### config.mk
export PLATFORM = sky130hd
export DESIGN_NAME = t01_ai_feature_extract
export DESIGN_NICKNAME = d
export VERILOG_FILES = /design/src/rtl/t01_ai_pkg.sv /design/src/rtl/t01_popcount10.sv /design/src/rtl/t01_ai_feature_extract.sv
export SDC_FILE = /design/constraint.sdc
export NUM_CORES = 1
export LEC_CHECK = 0
export ABC_AREA = 1
export CORE_MARGIN = 5
export CORE_UTILIZATION = 40
export DETAILED_ROUTE_END_ITERATION = 7
export GPL_ROUTABILITY_DRIVEN = 0
export PLACE_DENSITY_LB_ADDON = 0.15
export RECOVER_POWER = 50
export SLEW_MARGIN = 30
export SYNTH_ARGS = -nofsm -noshare
export SYNTH_HDL_FRONTEND = slang
export SYNTH_HIERARCHICAL = 1
export SYNTH_SLANG_ARGS = --single-unit
### constraint.sdc
create_clock -name clk -period 3.8 [get_ports clk]
set_input_delay 0.76 -clock clk [delete_from_list [all_inputs] [get_ports clk]]
set_output_delay 0.76 -clock clk [all_outputs]
set_load 0.005 [all_outputs]
### src/rtl/t01_ai_pkg.sv
// Shared constants, widths, FSM state codes and helpers for the AI board feature extractor.
// Latency: n/a (declarations only).
// Backpressure: n/a.
package t01_ai_pkg;

    // Board geometry: row 0 is the top row, bit c of a row word is column c.
    localparam int ROWS    = 20;
    localparam int COLS    = 10;
    localparam int RA_W    = 5;

    // Feature and internal widths, sized for the full-board worst case.
    localparam int LINES_W = 5;
    localparam int FEAT_W  = 8;
    localparam int H_W     = 5;
    localparam int COL_W   = 4;

    // Scanner FSM state codes.
    localparam logic [1:0] ST_IDLE = 2'd0;
    localparam logic [1:0] ST_SCAN = 2'd1;
    localparam logic [1:0] ST_SUM  = 2'd2;
    localparam logic [1:0] ST_DONE = 2'd3;

    typedef logic [H_W-1:0] height_t;

    // Unsigned absolute difference of two column heights.
    function automatic height_t abs_diff(input height_t a, input height_t b);
        return (a >= b) ? (a - b) : (b - a);
    endfunction

endpackage

### src/rtl/t01_popcount10.sv
// Combinational population count of a board row word (COLS bits, 4-bit result).
// Latency: 0 cycles, purely combinational.
// Backpressure: none.
module t01_popcount10
    import t01_ai_pkg::*;
(
    input  logic [COLS-1:0] vec,
    output logic [3:0]      cnt
);

    // Add up the set bits one column at a time.
    always_comb begin
        cnt = '0;
        for (int i = 0; i < COLS; i++) begin
            cnt = cnt + {3'b000, vec[i]};
        end
    end

endmodule

### src/rtl/t01_ai_feature_extract.sv
// Scans the placed board one row per cycle and produces lines/holes/height/bumpiness features.
// Latency: start edge to extract_done pulse is ROWS+COLS+1 cycles (31 at defaults).
// Backpressure: none; start edges are ignored unless IDLE and a held start never retriggers.
module t01_ai_feature_extract
    import t01_ai_pkg::*;
(
    input  logic                clk,
    input  logic                rst,
    input  logic                extract_start,
    output logic [RA_W-1:0]     row_addr,
    input  logic [COLS-1:0]     row_data,
    output logic [LINES_W-1:0]  lines_full,
    output logic [FEAT_W-1:0]   holes,
    output logic [FEAT_W-1:0]   height_sum,
    output logic [FEAT_W-1:0]   bumpiness,
    output logic                busy,
    output logic                extract_done
);

    logic [1:0]       state;
    logic             start_q;
    height_t          h [COLS];
    logic [COLS-1:0]  seen;
    logic [COL_W-1:0] col;

    logic             start_edge;
    logic             last_row;
    logic             last_col;
    logic [COLS-1:0]  hole_vec;
    logic [3:0]       hole_inc;
    height_t          h_cur;
    height_t          h_nxt;
    height_t          bump_inc;

    // Only a fresh rising edge seen while idle starts a scan.
    assign start_edge   = extract_start & ~start_q & (state == ST_IDLE);
    assign last_row     = (row_addr == RA_W'(ROWS - 1));
    assign last_col     = (col == COL_W'(COLS - 1));

    // A cell is a hole if it is empty and its column was already topped by an earlier row.
    assign hole_vec     = seen & ~row_data;

    assign busy         = (state == ST_SCAN) || (state == ST_SUM);
    assign extract_done = (state == ST_DONE);

    t01_popcount10 u_hole_cnt (
        .vec (hole_vec),
        .cnt (hole_inc)
    );

    // Select the current and right-hand neighbour heights for the column sweep.
    always_comb begin
        h_cur = h[col];
        h_nxt = '0;
        if (!last_col) begin
            h_nxt = h[col + COL_W'(1)];
        end
        bump_inc = abs_diff(h_cur, h_nxt);
    end

    // Delay the request level by one cycle for edge detection.
    always_ff @(posedge clk or posedge rst) begin
        if (rst) begin
            start_q <= 1'b0;
        end else begin
            start_q <= extract_start;
        end
    end

    // Sequencing: row walk in SCAN, column walk in SUM, single DONE cycle.
    always_ff @(posedge clk or posedge rst) begin
        if (rst) begin
            state    <= ST_IDLE;
            row_addr <= '0;
            col      <= '0;
        end else begin
            case (state)
                ST_IDLE: begin
                    if (start_edge) begin
                        state    <= ST_SCAN;
                        row_addr <= '0;
                        col      <= '0;
                    end
                end
                ST_SCAN: begin
                    if (last_row) begin
                        row_addr <= '0;
                        col      <= '0;
                        state    <= ST_SUM;
                    end else begin
                        row_addr <= row_addr + RA_W'(1);
                    end
                end
                ST_SUM: begin
                    if (last_col) begin
                        state <= ST_DONE;
                    end else begin
                        col <= col + COL_W'(1);
                    end
                end
                ST_DONE: begin
                    state <= ST_IDLE;
                end
                default: begin
                    state <= ST_IDLE;
                end
            endcase
        end
    end

    // Column heights: the first filled cell met from the top fixes the height of its column.
    always_ff @(posedge clk or posedge rst) begin
        if (rst) begin
            for (int c = 0; c < COLS; c++) begin
                h[c] <= '0;
            end
            seen <= '0;
        end else if (start_edge) begin
            for (int c = 0; c < COLS; c++) begin
                h[c] <= '0;
            end
            seen <= '0;
        end else if (state == ST_SCAN) begin
            for (int c = 0; c < COLS; c++) begin
                if (row_data[c] && !seen[c]) begin
                    h[c] <= H_W'(ROWS) - H_W'(row_addr);
                end
            end
            seen <= seen | row_data;
        end
    end

    // Feature accumulators: cleared on an accepted start, held after the sweep completes.
    always_ff @(posedge clk or posedge rst) begin
        if (rst) begin
            lines_full <= '0;
            holes      <= '0;
            height_sum <= '0;
            bumpiness  <= '0;
        end else if (start_edge) begin
            lines_full <= '0;
            holes      <= '0;
            height_sum <= '0;
            bumpiness  <= '0;
        end else if (state == ST_SCAN) begin
            holes <= holes + FEAT_W'(hole_inc);
            if (&row_data) begin
                lines_full <= lines_full + LINES_W'(1);
            end
        end else if (state == ST_SUM) begin
            height_sum <= height_sum + FEAT_W'(h_cur);
            if (!last_col) begin
                bumpiness <= bumpiness + FEAT_W'(bump_inc);
            end
        end
    end

endmodule
==> impl_metrics.py <==
metrics = {
    "global_routing": {
        "track_usage_pct": 18.0,
        "overflow": 0,
        "globalRouteMet2Util_pct": 29.6,
        "grt_max_degree": 57,
        "gr-usage-met1_pct": 24.4,
        "grt_pass1_wl_um": 28700,
        "busiest_layer": "met2",
        "grt_pass1_vias": 5854,
        "use_met3_pct": 2.76,
        "antenna_found_initial": 0,
    },
    "worst_setup_path": {
        "crit_arrival_ns": 4.31,
        "end_kind": "register",
        "worstSetupPathType": "in2reg",
        "rrSetupSlack_ns": -0.19,
        "start_kind": "primary input",
        "r2r_start": "seen[9]",
        "cp_max_fo": 2,
        "reg2regPathDepth": 20,
        "crit_required_ns": 4.05,
        "r2r-end": "holes[6]",
    },
    "min_path": {
        "hold-path-endpoint": "h[3]",
        "min_path_type": "reg2reg",
        "whs_path_depth": 2,
        "min_from": "h[3]",
    },
    "timing": {
        "min_period_ns": 4.06,
        "relSlewSlack_pct": -39.5,
        "layout_worst_path_cycle_share_pct": 107,
        "setup_violations": 7,
        "setup_ws_ns": -0.259,
        "fmax_mhz": 246,
        "finalHoldViolations": 0,
        "worst_pin_slew_ns": 2.08,
        "rsz0062_at_grt": "true",
        "final-max-slew-violation-count": 47,
        "skew_ns": 0.0110,
    },
    "route": {
        "vias": 5970,
        "wirelength_um": 17000,
        "drc": 0,
        "ant_nets": 0,
        "first_pass_iters": 5,
        "vias_per_cell": 4.85,
        "routedWlPerCell_um": 13.8,
        "drt_first_iter_violations": 389,
    },
    "logic_synthesis": {
        "synth-edff-count": 0,
        "async_reset_ff_share_pct": 100,
        "syn_inst": 878,
        "synth_top_area_cell": "dfrtp_1",
        "netlist_top_cells_area": "dfrtp_1 (38%), nand2_1 (12%), o21ai_0 (8.5%)",
        "postSynthAreaPerCell_sq_um": 7.54,
        "synth.top_cell.area_share_pct": 38.2,
        "ys_warn_count": 6,
        "syn-cell-area_sq_um": 6620,
        "ys.flop_type": "dfrtp_1",
        "synth-seq-cells": 101,
        "syn-num-nets": 937,
        "synth.distinct_cells": 44,
        "seq_area_frac_synth_pct": 38.2,
    },
    "final_layout": {
        "design_area_sq_um": 8830,
        "drive_above_1_share_pct": 24.2,
        "diodes": 0,
        "final_nets": 1066,
        "syn_to_final_growth_pct": 33.3,
    },
    "floorplan": {
        "die_w_um": 139,
        "num_io_pins": 49,
        "start_util_pct": 40.4,
        "dieHeight_um": 139,
        "die-area_sq_um": 19200,
        "coreArea_sq_um": 16400,
        "rows": 47,
    },
    "cts": {
        "cts_buffers": 9,
        "cts_tree": "yes",
        "clock-root-buffer": "clkbuf_16",
        "clkSlewWorstSetupHoldPaths_ns": 0.08,
        "clockBufferDepth": 2,
        "htree_levels": 3,
        "cts.sink_count": 101,
        "insertion_delay_ns": 0.36,
    },
    "run": {
        "drv_cap": 1,
    },
    "placement": {
        "hpwlAfterDp_um": 12600,
        "dpl-instance-area_sq_um": 7960,
        "post-place-ws_ns": -1.09,
        "portBuffers": 48,
    },
    "outcome": {
        "violations": "capacitance limit, slew limit, setup timing",
        "status": "finished with violations",
    },
}
## worst max path at each step
stage	from	end	cells past startpoint
after global routing	row_data[9]	holes[6]	20
after CTS	row_data[3]	holes[6]	20
final	row_data[9]	holes[6]	20
after detailed placement	row_data[9]	holes[7]	22
after floorplan	row_data[3]	holes[6]	19
after global placement	row_data[3]	holes[7]	22
## per-layer routing
| layer | share of wire, % | routed length, um |
|---|---|---|
| met3 | 3.3 | 564 |
| met5 | 0 | 0 |
| met2 | 46 | 7820 |
| met4 | 2.3 | 392 |
| met1 | 48 | 8260 |
## cell usage in the layout (no fill, tap or decap), drive strengths merged, types with 11 or more instances in the layout
cell type      count
ha                35
a21oi             59
fa                11
nand3             78
nor2              34
buf               97
nand2            211
dfrtp            101
clkdlybuf4s50     40
o21ai            121
inv              153
## cells by family (layout without fill, tap and decap cells)
group	count (synthesis)	count (layout)	share of synthesized area (%)
adder cells (fa/ha/maj)	46	46	9.94
buffers and inverters	178	312	10.5
flip-flops	101	101	38.2
XOR/XNOR	14	14	2.36
AO/OA/AOI/OAI	198	198	16.0
AND/OR/NAND/NOR	341	341	23.0
## Yosys cell counts, types with 7 or more instances
cell type and instances:
nand2_1 203, inv_1 141, o21ai_0 113, dfrtp_1 101, nand3_1 73, a21oi_1 57, ha_1 35, nor2_1 33
buf_2 12, fa_1 11, inv_2 11, xor2_1 8, clkbuf_1 7, nand2_4 7, o21ai_1 7
## metrics by stage
step           util, %  instances  hold WS [ns]  TNS [ns]
6_report          53.8       1232         0.488     -1.11
5_1_grt           53.8       1232         0.520     -2.73
4_1_cts           51.0       1224         0.492     -1.04
3_5_place_dp      48.5       1195         0.474     -6.88
3_3_place_gp      48.5       1195         0.467     -6.68
2_1_floorplan        -        878         0.453     -1.77
## sequential cells by signal (all words and copies together), names as in the netlist
name / count
seen: 10
holes: 8
h: 50
height_sum: 8
row_addr: 5
bumpiness: 8
col: 4
start_q: 1
state: 2
lines_full: 5
## what timing repair did
action / CTS / global route
buffers inserted: 14 / 12
pin swaps: 34 / 40
resized for setup: 43 / 96
setup endpoints to repair: 11 / 12
hold buffers: 0 / 0
## cell type report
cell class	count	area [sq um]
fillers	1554	7580
inverters	156	597
repair buffers	140	1240
flip-flops and latches	101	2530
multi-input cells	599	3900
clock buffers	9	225
clock inverters	7	58.8
well taps	220	275
## worst max-delay path, cell delays in order
cell	delay, ns
buf_8	0.10
nor2_4	0.07
inv_2	0.04
fa_1	0.54
inv_2	0.04
fa_1	0.50
inv_1	0.05
fa_1	0.49
inv_2	0.05
ha_4	0.15
inv_2	0.05
fa_2	0.43
inv_2	0.09
inv_2	0.04
fa_2	0.35
o21ai_2	0.14
and3_4	0.22
nand2_4	0.05
o21ai_2	0.10
a21oi_1	0.05
Power is not shown: default switching activity piles up to over one toggle a cycle in this logic, so the estimate is an artifact.
